===== src/rtl/sad_pkg.sv =====
// Shared definitions for the SAD search controller and the SAD engine it drives.
package sad_pkg;

  localparam int SAD_W_DEF = 32;

  // One-hot so busy/sad_go/done decode straight from single flops.
  typedef enum logic [3:0] {
    ST_IDLE  = 4'b0001,
    ST_ISSUE = 4'b0010,
    ST_WAIT  = 4'b0100,
    ST_DONE  = 4'b1000
  } state_t;

  localparam int ST_IDLE_BIT  = 0;
  localparam int ST_ISSUE_BIT = 1;
  localparam int ST_DONE_BIT  = 3;

  // Engine handshake: go is a one-cycle request for the presented candidate;
  // the engine answers with a one-cycle done (sad_val valid alongside) at least
  // ENG_MIN_LAT cycles later. Exactly one done per go.
  localparam int ENG_MIN_LAT = 1;

endpackage


===== src/rtl/sad_cand_gen.sv =====
// Raster-order candidate counter over the -RANGE..+RANGE window (x fastest).
module sad_cand_gen #(
  parameter int RANGE = 7,
  parameter int MV_W  = 5
) (
  input  logic                   clk,
  input  logic                   rst,
  input  logic                   clear,
  input  logic                   step,
  output logic signed [MV_W-1:0] cand_x,
  output logic signed [MV_W-1:0] cand_y,
  output logic                   last
);

  localparam logic signed [MV_W-1:0] POS = MV_W'(RANGE);
  localparam logic signed [MV_W-1:0] NEG = -POS;
  localparam logic signed [MV_W-1:0] ONE = MV_W'(1);

  assign last = (cand_x == POS) && (cand_y == POS);

  // Stepping past the final candidate holds it, so y never leaves the window.
  always_ff @(posedge clk or posedge rst) begin
    if (rst) begin
      cand_x <= '0;
      cand_y <= '0;
    end else if (clear) begin
      cand_x <= NEG;
      cand_y <= NEG;
    end else if (step && !last) begin
      if (cand_x == POS) begin
        cand_x <= NEG;
        cand_y <= cand_y + ONE;
      end else begin
        cand_x <= cand_x + ONE;
      end
    end
  end

endmodule


===== src/rtl/sad_search_ctrl.sv =====
// Full-search motion-estimation sequencer: walks every candidate, drives the SAD
// engine go/done handshake and keeps the minimum SAD with its motion vector.
module sad_search_ctrl
  import sad_pkg::*;
#(
  parameter int RANGE = 7,
  parameter int SAD_W = SAD_W_DEF,
  parameter int MV_W  = 5
) (
  input  logic                   clk,
  input  logic                   rst,
  input  logic                   start,
  input  logic                   abort,
  output logic                   busy,
  output logic                   done,
  output logic                   result_valid,
  output logic                   sad_go,
  output logic signed [MV_W-1:0] cand_x,
  output logic signed [MV_W-1:0] cand_y,
  input  logic                   sad_done,
  input  logic [SAD_W-1:0]       sad_val,
  output logic [SAD_W-1:0]       best_sad,
  output logic signed [MV_W-1:0] best_x,
  output logic signed [MV_W-1:0] best_y
);

  state_t state, state_nxt;
  logic   cand_clear, cand_step, cand_last, aborting;

  assign cand_clear = (state == ST_IDLE) && start;
  assign aborting   = (state != ST_IDLE) && abort;
  assign cand_step  = (state == ST_WAIT) && sad_done && !abort;

  sad_cand_gen #(.RANGE(RANGE), .MV_W(MV_W)) u_cand (
    .clk    (clk),
    .rst    (rst),
    .clear  (cand_clear),
    .step   (cand_step),
    .cand_x (cand_x),
    .cand_y (cand_y),
    .last   (cand_last)
  );

  always_ff @(posedge clk or posedge rst) begin
    if (rst) state <= ST_IDLE;
    else     state <= state_nxt;
  end

  always_comb begin
    state_nxt = state;
    case (state)
      ST_IDLE:  if (start) state_nxt = ST_ISSUE;
      ST_ISSUE: state_nxt = ST_WAIT;
      ST_WAIT:  if (sad_done) state_nxt = cand_last ? ST_DONE : ST_ISSUE;
      ST_DONE:  state_nxt = ST_IDLE;
      default:  state_nxt = ST_IDLE;
    endcase
    if (aborting) state_nxt = ST_IDLE;
  end

  always_comb begin
    busy   = !state[ST_IDLE_BIT];
    sad_go = state[ST_ISSUE_BIT];
    done   = state[ST_DONE_BIT];
  end

  // Strict less-than keeps the earliest candidate on ties.
  always_ff @(posedge clk or posedge rst) begin
    if (rst) begin
      best_sad     <= '0;
      best_x       <= '0;
      best_y       <= '0;
      result_valid <= 1'b0;
    end else begin
      if (cand_clear) begin
        best_sad     <= '1;
        best_x       <= '0;
        best_y       <= '0;
        result_valid <= 1'b0;
      end
      if (cand_step) begin
        if (sad_val < best_sad) begin
          best_sad <= sad_val;
          best_x   <= cand_x;
          best_y   <= cand_y;
        end
        if (cand_last) result_valid <= 1'b1;
      end
      if (aborting) result_valid <= 1'b0;
    end
  end

endmodule


===== config.mk =====
export PLATFORM = sky130hd
export DESIGN_NAME = sad_search_ctrl
export DESIGN_NICKNAME = d
export VERILOG_FILES = /design/src/rtl/sad_pkg.sv /design/src/rtl/sad_cand_gen.sv /design/src/rtl/sad_search_ctrl.sv
export SDC_FILE = /design/constraint.sdc
export NUM_CORES = 1
export LEC_CHECK = 0
export ABC_AREA = 1
export CAP_MARGIN = 20
export CORE_MARGIN = 2
export CORE_UTILIZATION = 45
export CTS_BUF_LIST = sky130_fd_sc_hd__clkbuf_8
export DETAILED_ROUTE_END_ITERATION = 6
export PLACE_DENSITY_LB_ADDON = 0.3
export SLEW_MARGIN = 20
export SYNTH_ARGS = -nofsm -noshare
export SYNTH_HDL_FRONTEND = slang
export SYNTH_SLANG_ARGS = --single-unit

===== constraint.sdc =====
create_clock -name clk -period 5.6 [get_ports clk]
set_input_delay 1.68 -clock clk [delete_from_list [all_inputs] [get_ports clk]]
set_output_delay 1.68 -clock clk [all_outputs]
set_load 0.1 [all_outputs]

==> results of run 1 <==
-- flip-flops by register name, indices dropped and copies added (netlist names) --
signal and cells:
best_sad 32, best_x 5, best_y 5, result_valid 1, state 4, u_cand.cand_x 5
u_cand.cand_y 5
-- cells in the final DEF, fill, tap and decap left out, types with 2 or more instances in the layout --
| master | count |
|---|---|
| o21ai_0 | 12 |
| nor3_1 | 4 |
| xnor2_1 | 2 |
| clkbuf_8 | 12 |
| nand4_1 | 3 |
| o21ai_1 | 3 |
| nand3_1 | 52 |
| nand2_4 | 3 |
| or2_2 | 2 |
| dfrtp_1 | 56 |
| clkdlybuf4s50_1 | 92 |
| o21a_1 | 2 |
| nor2_1 | 12 |
| buf_4 | 2 |
| inv_2 | 9 |
| a21oi_1 | 16 |
| or2_1 | 2 |
| nand2_1 | 170 |
| inv_1 | 54 |
| nand2_2 | 2 |
| ha_1 | 33 |
-- worst max-delay path, delay by kind of cell --
| kind | cells | cell delay [ns] |
|---|---|---|
| buffers and inverters | 1 | 0.45 |
| AO/OA/AOI/OAI | 2 | 0.38 |
| adder cells (fa/ha/maj) | 1 | 0.32 |
| AND/OR/NAND/NOR | 5 | 1.28 |
-- final timing paths --
| kind | start | to |
|---|---|---|
| setup / recovery | sad_val[31] | best_sad[29] |
| hold / removal | result_valid | result_valid |
| setup reg to reg | best_sad[27] | best_sad[29] |
| hold reg to reg | result_valid | result_valid |
| max in group asynchronous | rst | best_sad[28] |
| min in group asynchronous | rst | best_sad[15] |
-- per-layer routing --
layer | wire [um] | global-route usage (%) | vias up
met1 | 3920 | 29.0 | 1516
met5 | 0 | 0 | -
met2 | 4080 | 33.3 | 101
li1 | - | - | 1639
met3 | 569 | 5.08 | 13
met4 | 138 | 8.82 | 0
-- per-stage QoR --
step | power, uW | std cells | util (%) | setup slack (ns) | hold slack [ns]
3_5_place_dp | 1330 | 641 | 58.1 | 1.34 | 0.532
4_1_cts | 1740 | 657 | 60.8 | 1.67 | 0.545
2_1_floorplan | 1150 | 462 | - | 2.52 | 0.595
5_1_grt | 1820 | 657 | 60.8 | 1.47 | 0.601
3_3_place_gp | 1320 | 641 | 58.1 | 1.38 | 0.529
6_report | 1730 | 657 | 60.8 | 1.67 | 0.548
-- final cells by class --
type	count	area, um^2	share of cell area, %
Multi-Input combinational cell	327	1770	37.7
Clock inverter	4	42.5	0.906
Clock buffer	12	165	3.52
Inverter	61	229	4.88
Timing Repair Buffer	94	936	19.9
Sequential cell	57	1430	30.4
Tap cell	102	128	2.72
-- Yosys cell counts --
cell	number	area [um^2]
nor3_1	4	20.0
or2_1	2	12.5
or2_2	2	12.5
nand4_1	3	18.8
xnor2_1	2	17.5
nor3_4	1	16.3
inv_1	53	199
nor2_1	12	45.0
inv_2	8	30.0
nand2_2	2	12.5
o21a_1	2	15.0
xor2_1	1	8.76
o31ai_2	1	12.5
buf_4	1	7.51
a21oi_1	16	80.1
buf_6	12	135
nand2_1	170	638
buf_2	4	20.0
dfstp_2	1	26.3
nor2_2	1	6.26
nor2_8	1	20.0
dfrtp_1	56	1400
o21ai_0	12	60.1
nand2_4	3	33.8
a21oi_2	1	8.76
o21ai_1	3	15.0
nor2_4	1	11.3
ha_1	33	413
nand3_1	52	260
nand3_4	1	17.5
nand4_2	1	12.5
-- power by group --
| part | switching (uW) | internal (uW) | total (uW) | leakage (uW) |
|---|---|---|---|---|
| Sequential | 57.9 | 468 | 526 | 0.000606 |
| Clock | 166 | 238 | 404 | 0.000115 |
| Combinational | 598 | 197 | 795 | 0.00181 |
| Total | 822 | 904 | 1730 | 0.00253 |
-- kinds of logic after synthesis --
family / after synthesis
AND/OR/NAND/NOR: 256
flip-flops: 57
adder cells (fa/ha/maj): 33
XOR/XNOR: 3
buffers and inverters: 78
AO/OA/AOI/OAI: 35
==> qor.yml, run 1 <==
status: "completed"
rows: 32
hold_depth: 2
syn_area_um2: 3590
critPathSlowestCell: "nor2_8"
fin_area_um2: 4700
clkSinkCount: 57
buffer_ports.inserted: 92
reg2regPathDepth: 10
cts_max_level: 3
finalHoldViolCount: 0
synth_compound_area_share_pct: 5.34
yosys.cell_types.count: 31
postSynthAreaPerCell_um2: 7.76
synthAdderAreaFrac_pct: 11.5
antenna_found_initial: 0
synth_xor_area_share_pct: 0.732
path_clk_slew_ns: 0.06
cts_tree: "built"
die_w_um: 93.3
crit_top_cell: "nand2_1"
cts_resized: 0
wire_per_inst_um: 13.2
hpwl_mm: 5.82
grt_overflow_total: 0
finalSetupViolations: 0
grt_first_pass_wirelength_mm: 14.9
synth_mux_area_share_pct: 0
core-area_um2: 7730
postCtsSetupBuffers: 0
worst_pin_slew_ns: 1.02
nFillCells: 671
grt_use_total_pct: 21.5
placed_cell_area_um2: 4490
syn_nets: 532
critPathLaunchType: "input pin"
io_pins: 93
maxSlewHeadroom_pct: 31.7
antennaDiodeCount: 0
synth_top_family_by_area: "simple AND/OR/NAND/NOR gates"
path_cells: "clkdlybuf4s50_1 > ha_1 > a21oi_1 > o21a_1 > nand3_4 > nor2_8 > nand2_4 > nand2_1 > nand2_1"
grt_max_degree: 58
clock_skew_ns: 0.0110
crit_type: "input pin to flip-flop"
rsz0062_at_grt: "false"
initial_utilization_pct: 46.4
firstDrtPassIters: 4
rrSetupSlack_ns: 3.09
cp_max_fo: 43
power_leakage_uw: 0.00253
ant_nets: 0
end_kind: "flip-flop"
p_per_area_nw_per_um2: 367
ys_seq_area_share_pct: 39.8
yosys_warnings: 0
die_h_um: 93.3
vias_per_cell: 4.98
maxCapViolCount: 0
synthCells: 462
ctsLongestPathBuffers: 2
hold_class: "flip-flop to flip-flop"
synthSimpleGateAreaFrac_pct: 31.7
cts_root_buffer: "clkbuf_8"
drt_wl_total_mm: 8.70
drc: 0
required_ns: 5.81
slew_violations: 0
layout.nets: 620
synth_seq_cells: 57
grt_pass1_vias: 3155
drt-initial-drc-count: 215
die_area_um2: 8700
peakVddDrop_mv: 0.367
area_growth_pct: 30.9
drive_gt1_share_pct: 7.39
vias: 3269
slowest_delay_ns: 0.51
cts.hold.buffers_added: 0
arrival_ns: 4.14
clk_latency_ns: 0.33
cts-buffers-inserted: 9
layout_min_cycle_time_ns: 3.93
fin_crit_sh_pct: 70.1
fmax_mhz: 255
gp_congestion: 0.820
fin_setup_tns_ns: 0
(Power assumes the default switching activity.)
==> run 2: changes to the inputs <==
Clock period 5.6 ns to 3.2 ns, I/O delays scaled along.
==> run 2 against run 1 <==
Effect of this change: sequential power rose by 76%; clock skew fell by 0.0024 ns; critical path depth rose by 2; flip-flop and latch count did not move; clock power rose by 48%; clock-buffer cell count fell by 1; routed wire length fell by 1.4%; hold slack got worse by 0.0024 ns.
==> qor.yml, run 2 (synthesis results as in run 1) <==
die_h_um: 93.3  # unchanged
path_delay_family: "simple AND/OR/NAND/NOR gates"
die_area_um2: 8700  # unchanged
critPathLaunchType: "input pin"
fin_area_um2: 4600  # -2.1%
firstDrtPassIters: 4  # unchanged
grt_pass1_vias: 3135  # -0.63%
cts_root_buffer: "clkbuf_8"
maxCapViolCount: 0  # unchanged
crit_type: "input pin to flip-flop"
grt_overflow_total: 0  # unchanged
p_per_area_nw_per_um2: 628  # +71%
rows: 32  # unchanged
io_pins: 93  # unchanged
arrival_ns: 3.04  # -1.10 ns
grt_first_pass_wirelength_mm: 14.5  # -2.4%
clkSinkCount: 57  # unchanged
placed_cell_area_um2: 4430  # -1.4%
final_core_util_pct: 59.5  # -1.2 points
path_cells: "clkdlybuf4s50_1 > ha_1 > nand2_1 > nor2_1 > nand4_1 > a21oi_2 > nor2_8 > nand2_4 > buf_4 > nand2_1 > nand2_1"
clock_skew_ns: 0.00861  # -0.00244 ns
fin_setup_tns_ns: 0  # unchanged
clk_latency_ns: 0.34  # about the same
grt_max_degree: 31  # -47%
final_cell_mix: "nand2_1 (170), buf_4 (63), dfrtp_1 (56)"
slowest_delay_ns: 0.46  # -0.05 ns
cts-buffers-inserted: 9  # unchanged
gp_congestion: 0.840  # +2.5%
cts.hold.buffers_added: 0  # unchanged
worst_pin_slew_ns: 0.663  # -0.359 ns
grt_use_total_pct: 21.1  # -0.44 points
cts_max_level: 3  # unchanged
end_kind: "flip-flop"
peakVddDrop_mv: 0.644  # +76%
max_flop_register: "best_sad"
drt_wl_total_mm: 8.58  # -1.4%
antenna_found_initial: 0  # unchanged
wire_per_inst_um: 12.9  # -2.5%
required_ns: 3.47  # -2.34 ns
fmax_mhz: 361
ctsLongestPathBuffers: 2  # unchanged
drc: 0  # unchanged
vias: 3256  # -0.40%
layout_commonest_cell: "nand2_1"
fin_crit_sh_pct: 86.5
drt-initial-drc-count: 190  # -12%
finalHoldViolCount: 0  # unchanged
ant_nets: 0  # unchanged
drive_gt1_share_pct: 18.5  # +11 points
status: "completed"
cp.buffers_inverters: 2  # +1
postCtsSetupBuffers: 0  # unchanged
antennaDiodeCount: 0  # unchanged
buffer_ports.inserted: 92  # unchanged
hpwl_mm: 6.24  # +7.3%
initial_utilization_pct: 46.4  # unchanged
power_leakage_uw: 0.00259  # +2.4%
area_growth_pct: 28.2
total_power_uw: 2890  # +68%
cts_resized: 0  # unchanged
cp_max_fo: 20  # -53%
fin_hold_ws_ns: 0.546  # -0.00236 ns
path_clk_slew_ns: 0.06  # about the same
layout.nets: 627  # +1.1%
core-area_um2: 7730  # unchanged
finalSetupViolations: 0  # unchanged
maxSlewHeadroom_pct: 55.7  # +24 points
cts_tree: "built"
vias_per_cell: 4.90  # -1.4%
critPathSlowestCell: "clkdlybuf4s50_1"
slew_violations: 0  # unchanged
layout_min_cycle_time_ns: 2.77
largest_reg_flops: 32  # unchanged
crit_top_cell: "nand2_1"
hold_class: "flip-flop to flip-flop"
rsz0062_at_grt: "false"
die_w_um: 93.3  # unchanged
## run 2: cell count changes in the layout (fill, tap and decap cells not counted)
| cell | change |
|---|---|
| clkinv_2 | +2 |
| buf_4 | +61 |
| clkdlybuf4s50_1 | -56 |
| clkbuf_8 | -1 |
| bufinv_16 | -1 |
| buf_12 | +2 |
## run 2: layer usage
layer  global-route usage [%]  share of wire [%]  vias to the layer above
li1                         -                  -                     1650
met1                     27.0                 45                     1500
met2                     35.1                 47                       91
met3                     4.35                6.0                       15
met4                     7.97                2.2                        0
met5                        0                  0                        -
## run 2: layout make-up
| class | count | area, um^2 |
|---|---|---|
| Fill cell | 704 | 3130 |
| Multi-Input combinational cell | 327 | 1770 |
| Clock buffer | 11 | 151 |
| Tap cell | 102 | 128 |
| Timing Repair Buffer | 101 | 873 |
| Inverter | 61 | 229 |
| Sequential cell | 57 | 1430 |
| Clock inverter | 5 | 22.5 |
## run 2: worst reg2reg max path, cell delays in order, from the launching register on
cell and delay, ns:
dfrtp_1 0.36, inv_1 0.07, ha_1 0.30, nand2_1 0.07
nor2_1 0.16, nand4_1 0.17, a21oi_2 0.29, nor2_8 0.10
nand2_4 0.09, buf_4 0.25, nand2_1 0.08, nand2_1 0.07
## run 2: worst paths after layout
kind,start,to,slack [ns],cells after the start
worst min-delay path,result_valid,result_valid,0.55,2
max in group asynchronous,rst,state[0],1.50,3
worst min register to register,result_valid,result_valid,0.55,2
worst max register to register,best_sad[31],best_sad[28],1.12,11
worst max-delay path,sad_val[31],best_sad[28],0.43,11
min in group asynchronous,rst,best_sad[6],1.05,2
## run 2: metrics by stage
stage	std cells	setup WS [ns]
floorplan	462	0.830
global placement	648	0.115
detailed placement	648	0.0803
CTS	664	0.427
global route	664	0.267
finish	664	0.432
## run 2: report_power, final
part           switching, uW  internal [uW]
registers                105            820
logic                   1050            319
clock network            286            313
==> run 3: changes to the inputs <==
Settings changed: CORE_UTILIZATION 45 to 25.
==> run 3 against run 2 <==
Effect of this change: cell area grew 3.9%; first-iteration DRC count decreased by 6.3%; hold slack worse by 0.0013 ns; sequential share of layout area shrank 1.2 points; largest cell class unchanged; register-to-register slack improved by 0.07 ns; critical endpoint is now best_sad[13].
==> qor.yml, run 3 (synthesis results as in run 1) <==
status: "completed"
cts_root_buffer: "clkbuf_8"
p_per_area_nw_per_um2: 649  # +3.3%
clock_skew_ns: 0.0108  # +0.00215 ns
drc: 0  # unchanged
rsz0062_at_grt: "false"
layout_min_cycle_time_ns: 2.66  # -0.105 ns
final_cell_mix: "nand2_1 (170), buf_4 (57), dfrtp_1 (56)"
worstHoldStart: "result_valid"
clkPwrFrac_pct: 25.5  # +4.8 points
drt-initial-drc-count: 178  # -6.3%
reg2regPathDepth: 11  # unchanged
drt_wl_total_mm: 9.71  # +13%
largest_reg_flops: 32  # unchanged
die_area_um2: 15300  # +76%
cts_tree: "built"
die_w_um: 124  # +33%
required_ns: 3.50  # +0.03 ns
fin_crit_sh_pct: 83.2  # -3.3 points
slowest_delay_ns: 0.46  # about the same
layout.cells.non_filler: 740  # +11%
antennaDiodeCount: 0  # unchanged
grt_overflow_total: 0  # unchanged
swShare_pct: 48.3  # -1.5 points
postCtsSetupBuffers: 0  # unchanged
place_inst: 724  # +12%
cts-buffers-inserted: 9  # unchanged
grt_use_total_pct: 13.8  # -7.3 points
hold_depth: 2  # unchanged
max_flop_register: "best_sad"
clkSinkCount: 57  # unchanged
grt_max_degree: 35  # +13%
layout.nets: 625  # -0.32%
total_power_uw: 3100  # +7.3%
critPathSlowestCell: "clkdlybuf4s50_1"
vias_per_cell: 4.34  # -11%
area_growth_pct: 33.2
power_leakage_uw: 0.00261  # +0.77%
cts_max_level: 3  # unchanged
cts_resized: 0  # unchanged
wire_per_inst_um: 13.1  # +1.6%
r2r-start: "best_sad[31]"
p_seq_share_pct: 29.9  # -2.1 points
antenna_found_initial: 0  # unchanged
buffer_ports.inserted: 92  # unchanged
gp_congestion: 0.795  # -5.4%
slew_violations: 0  # unchanged
dp_slack_ns: 0.159  # +0.0784 ns
maxSlewHeadroom_pct: 62.1  # +6.4 points
power_frac_comb_pct: 44.7  # -2.6 points
ctsLongestPathBuffers: 2  # unchanged
path_cells: "clkdlybuf4s50_1 > ha_1 > nand2_1 > nor2_1 > nand4_1 > a21oi_2 > nor2_8 > nand2_4 > buf_12 > nand2_1 > nand2_1"
fmax_mhz: 376  # +3.9%
core-area_um2: 13900  # +80%
peakVddDrop_mv: 0.588  # -8.6%
final_core_util_pct: 34.3  # -25 points
end_kind: "flip-flop"
io_pins: 93  # unchanged
finalSetupViolations: 0  # unchanged
worst_slack_ns: 0.537  # +0.105 ns
ant_nets: 0  # unchanged
critPathLaunchType: "input pin"
cts.hold.buffers_added: 0  # unchanged
drive_gt1_share_pct: 18.4  # -0.11 points
layout_commonest_cell: "nand2_1"
grt_first_pass_wirelength_mm: 16.1  # +11%
vias: 3215  # -1.3%
p_sw_uw: 1500  # +4.1%
worst_hold_path.endpoint: "result_valid"
initial_utilization_pct: 25.7  # -21 points
hpwl_mm: 6.98  # +12%
firstDrtPassIters: 4  # unchanged
p_int_uw: 1600  # +11%
maxCapViolCount: 0  # unchanged
rrSetupSlack_ns: 1.19  # +0.07 ns
arrival_ns: 2.96  # -0.08 ns
hold_class: "flip-flop to flip-flop"
crit_type: "input pin to flip-flop"
clk_latency_ns: 0.37  # +0.03 ns
nFillCells: 1457  # +110%
finalHoldViolCount: 0  # unchanged
fin_setup_tns_ns: 0  # unchanged
cp_max_fo: 21  # +5.0%
path_clk_slew_ns: 0.07  # about the same
crit_top_cell: "nand2_1"
grt_pass1_vias: 3266  # +4.2%
worst_pin_slew_ns: 0.568  # -0.0954 ns
rows: 43  # +34%
die_h_um: 124  # +33%
reg2reg_to: "best_sad[13]"
[run 3: through the flow]
stage | area (um^2) | hold WS [ns]
floorplan | 3590 | 0.595
global placement | 4560 | 0.545
detailed placement | 4560 | 0.532
CTS | 4780 | 0.546
global route | 4780 | 0.585
finish | 4780 | 0.545
[run 3: power by group through the flow]
stage / registers (uW) / logic [uW] / clock network (uW)
global route: 945 / 1490 / 852
detailed placement: 940 / 1400 / 0
floorplan: 1540 / 469 / 0
global placement: 939 / 1380 / 0
CTS: 927 / 1400 / 819
finish: 926 / 1390 / 789
[run 3: final cells by class]
class,instances,area [um^2],area share [%]
multi-input combinational,327,1770,37.0
sequential,57,1430,29.9
timing repair buffer,99,908,19.0
clock buffer,10,138,2.88
inverter,61,229,4.79
tap,180,225,4.71
clock inverter,6,83.8,1.75
[run 3: critical path, delay by kind of cell]
family                   cells  cell delay, ns
AND/OR/NAND/NOR              7            0.80
buffers and inverters        2            0.62
adder cells (fa/ha/maj)      1            0.30
AO/OA/AOI/OAI                1            0.29
[run 3: how the worst max path moves through the flow]
stage	startpoint	end	slack [ns]	depth (start not counted)
5_1_grt	sad_val[30]	best_sad[10]	0.38	11
6_report	sad_val[30]	best_sad[13]	0.54	11
2_1_floorplan	best_sad[31]	best_y[2]	0.83	10
3_3_place_gp	sad_val[31]	best_sad[21]	0.17	11
4_1_cts	sad_val[30]	best_sad[13]	0.54	11
3_5_place_dp	sad_val[30]	best_sad[13]	0.16	11
[run 3: routing by layer]
metal / global-route usage (%) / vias up / routed length (um)
met4: 5.82 / 0 / 193
li1: - / 1646 / -
met5: 0 / - / 0
met3: 4.40 / 16 / 614
met1: 17.0 / 1477 / 4300
met2: 22.1 / 76 / 4600
==> edit (flow settings as in run 3) <==
Make the reset (`rst`) synchronous in 3 clocked blocks.
--- a/src/rtl/sad_cand_gen.sv
+++ b/src/rtl/sad_cand_gen.sv
@@ -19,7 +19,7 @@
   assign last = (cand_x == POS) && (cand_y == POS);
 
   // Stepping past the final candidate holds it, so y never leaves the window.
-  always_ff @(posedge clk or posedge rst) begin
+  always_ff @(posedge clk) begin
     if (rst) begin
       cand_x <= '0;
       cand_y <= '0;
--- a/src/rtl/sad_search_ctrl.sv
+++ b/src/rtl/sad_search_ctrl.sv
@@ -41,7 +41,7 @@
     .last   (cand_last)
   );
 
-  always_ff @(posedge clk or posedge rst) begin
+  always_ff @(posedge clk) begin
     if (rst) state <= ST_IDLE;
     else     state <= state_nxt;
   end
@@ -65,7 +65,7 @@
   end
 
   // Strict less-than keeps the earliest candidate on ties.
-  always_ff @(posedge clk or posedge rst) begin
+  always_ff @(posedge clk) begin
     if (rst) begin
       best_sad     <= '0;
       best_x       <= '0;
Check against the original RTL: differs if rst is asserted again (counterexample within 4 cycles, from zero or initial values and one cycle with rst high); with rst held inactive, the same outputs for 10 cycles.
==> edit against run 3 <==
- sequential cell count did not move
- power rose by 7.0%
- non-clock buffer count rose by 2
- maximum frequency fell by 2.7%
- design area fell by 7.6%
- routed wire length fell by 7.2%
- combinational power rose by 26%
- synthesized area fell by 8.8%
- worst setup slack got worse by 74 ps
==> edit: results (changes against run 3) <==
largest net degree at the start of global routing: 33 (was 35)
initial antenna violation count: 0 (unchanged)
routing usage on met1: 17.7% (was 17.0%)
Resized Gates After CTS: 0 (unchanged)
FF/Latch Area: 1140 um2 (was 1430 um2)
GR Util met2: 20.8% (was 22.1%)
global-route wire length before repair: 15000 um (was 16100 um)
vias per inst: 4.34 (about the same)
Reg with most FFs: best_sad (unchanged)
Num CTS Buffers: 9 (unchanged)
Worst Path Arrival: 3000 ps (was 2960 ps)
via count: 3176 (was 3215)
total power draw: 3.32 mW (was 3.10 mW)
Final GP Congestion: 0.826 (was 0.795)
I/O Buffers: 92 (unchanged)
Clock group: 611 uW (was 789 uW)
number of antenna cells inserted: 0 (unchanged)
GRT Util Overall: 13.4% (was 13.8%)
CP Max Fanout: 19 (was 21)
Synth Flop Type: dfxtp_1 (was dfrtp_1)
worst vdd ir: 0.000469 V (was 0.000588 V)
Place WS: 130 ps (was 159 ps)
dpl hpwl: 6620 um (was 6980 um)
Setup Skew: 5.01 ps (was 10.8 ps)
max reg flops: 32 (unchanged)
busiest layer in global routing: met2 (unchanged)
syn_nets: 532 (unchanged)
register area share after synthesis: 34.9% (was 39.8%)
clock root buffer master: clkbuf_8 (unchanged)
Psw: 1.74 mW (was 1.50 mW)
top cells by count, synth: nor2_1 (94), nand2_1 (88), dfxtp_1 (57) (was nand2_1 (170), dfrtp_1 (56), inv_1 (53))
Routed WL: 9010 um (was 9710 um)
M3 GR Usage: 3.33% (was 4.40%)
Layout Nets: 628 (was 625)
number of global-route vias before repair: 3129 (was 3266)
Distinct cells, synth: 24 (was 31)
relative slew slack: 67.7% (was 62.1%)
H-Tree Depth: 3 (unchanged)
status: finished clean (unchanged)
clk_lat worst skew: 330 ps (was 370 ps)
Comb. pwr: 1.75 mW (was 1.39 mW)
Leak Pwr: 2.07 nW (was 2.61 nW)
fill cell count: 1381 (was 1457)
synth warn: 0 (unchanged)
DP Cell Count: 719 (was 724)
layout cells sized above 1: 14.8% (was 18.4%)
Post-synth ARST share: 0% (was 100%)
dpl cell area: 4250 um2 (was 4560 um2)
DRT iter0 DRCs: 200 (was 178)
Synth area leaders: dfxtp_1 (35%), ha_1 (13%), nor2_1 (11%), nand2_1 (10%), nand3b_1 (7.8%) (was dfrtp_1 (39%), nand2_1 (18%), ha_1 (12%), nand3_1 (7.3%), inv_1 (5.5%))
-- edit: cell types whose count changed after synthesis, moves of 3 or more --
cell / change
buf_6: -9
nand2_1: -82
a21oi_1: +16
dfrtp_1: -56
nor2_1: +82
dfxtp_1: +57
inv_2: -6
o21ai_1: -3
nand3_1: -37
nand3b_1: +34
clkbuf_1: +8
a22oi_1: +6
-- edit: final timing paths --
kind,endpoint,startpoint,slack (ps),cells past startpoint
hold reg to reg,best_y[3]$_SDFF_PP0_,best_y[3]$_SDFF_PP0_,470,2
setup reg to reg,u_cand.cand_y[3]$_SDFFE_PP0P_,u_cand.cand_x[0]$_SDFFE_PP0P_,1100,12
hold / removal,best_y[3]$_SDFF_PP0_,best_y[3]$_SDFF_PP0_,470,2
setup / recovery,best_x[4]$_SDFF_PP0_,sad_val[5],460,12
-- edit: cell type report --
type	count	area share, %
Timing Repair Buffer	101	19.2
Clock buffer	12	3.74
Inverter	58	4.93
Multi-Input combinational cell	331	41.3
Tap cell	172	4.87
Clock inverter	1	0.0850
Sequential cell	57	25.8
-- edit: kinds of logic after synthesis --
logic type	Yosys count	synth area share, %
simple gates	242	33.3
buf+inv	74	9.37
flops	57	34.9
compound gates	53	9.10
fa+ha+maj	33	12.6
xor+xnor	3	0.803
-- edit: worst max-delay path, cell delays in order --
cell	delay, ps
clkdlybuf4s50_1	450
ha_1	320
a21oi_1	140
nor2_1	50
nor3_1	120
nand2_1	80
nand2_1	60
nand2_1	60
nand2_1	140
buf_4	270
nand3_1	180
a21oi_1	160
-- edit: layer usage --
metal,wire length (um),vias up
met2,3940,88
met4,142,0
met5,0,-
li1,-,1670
met1,4490,1406
met3,433,12
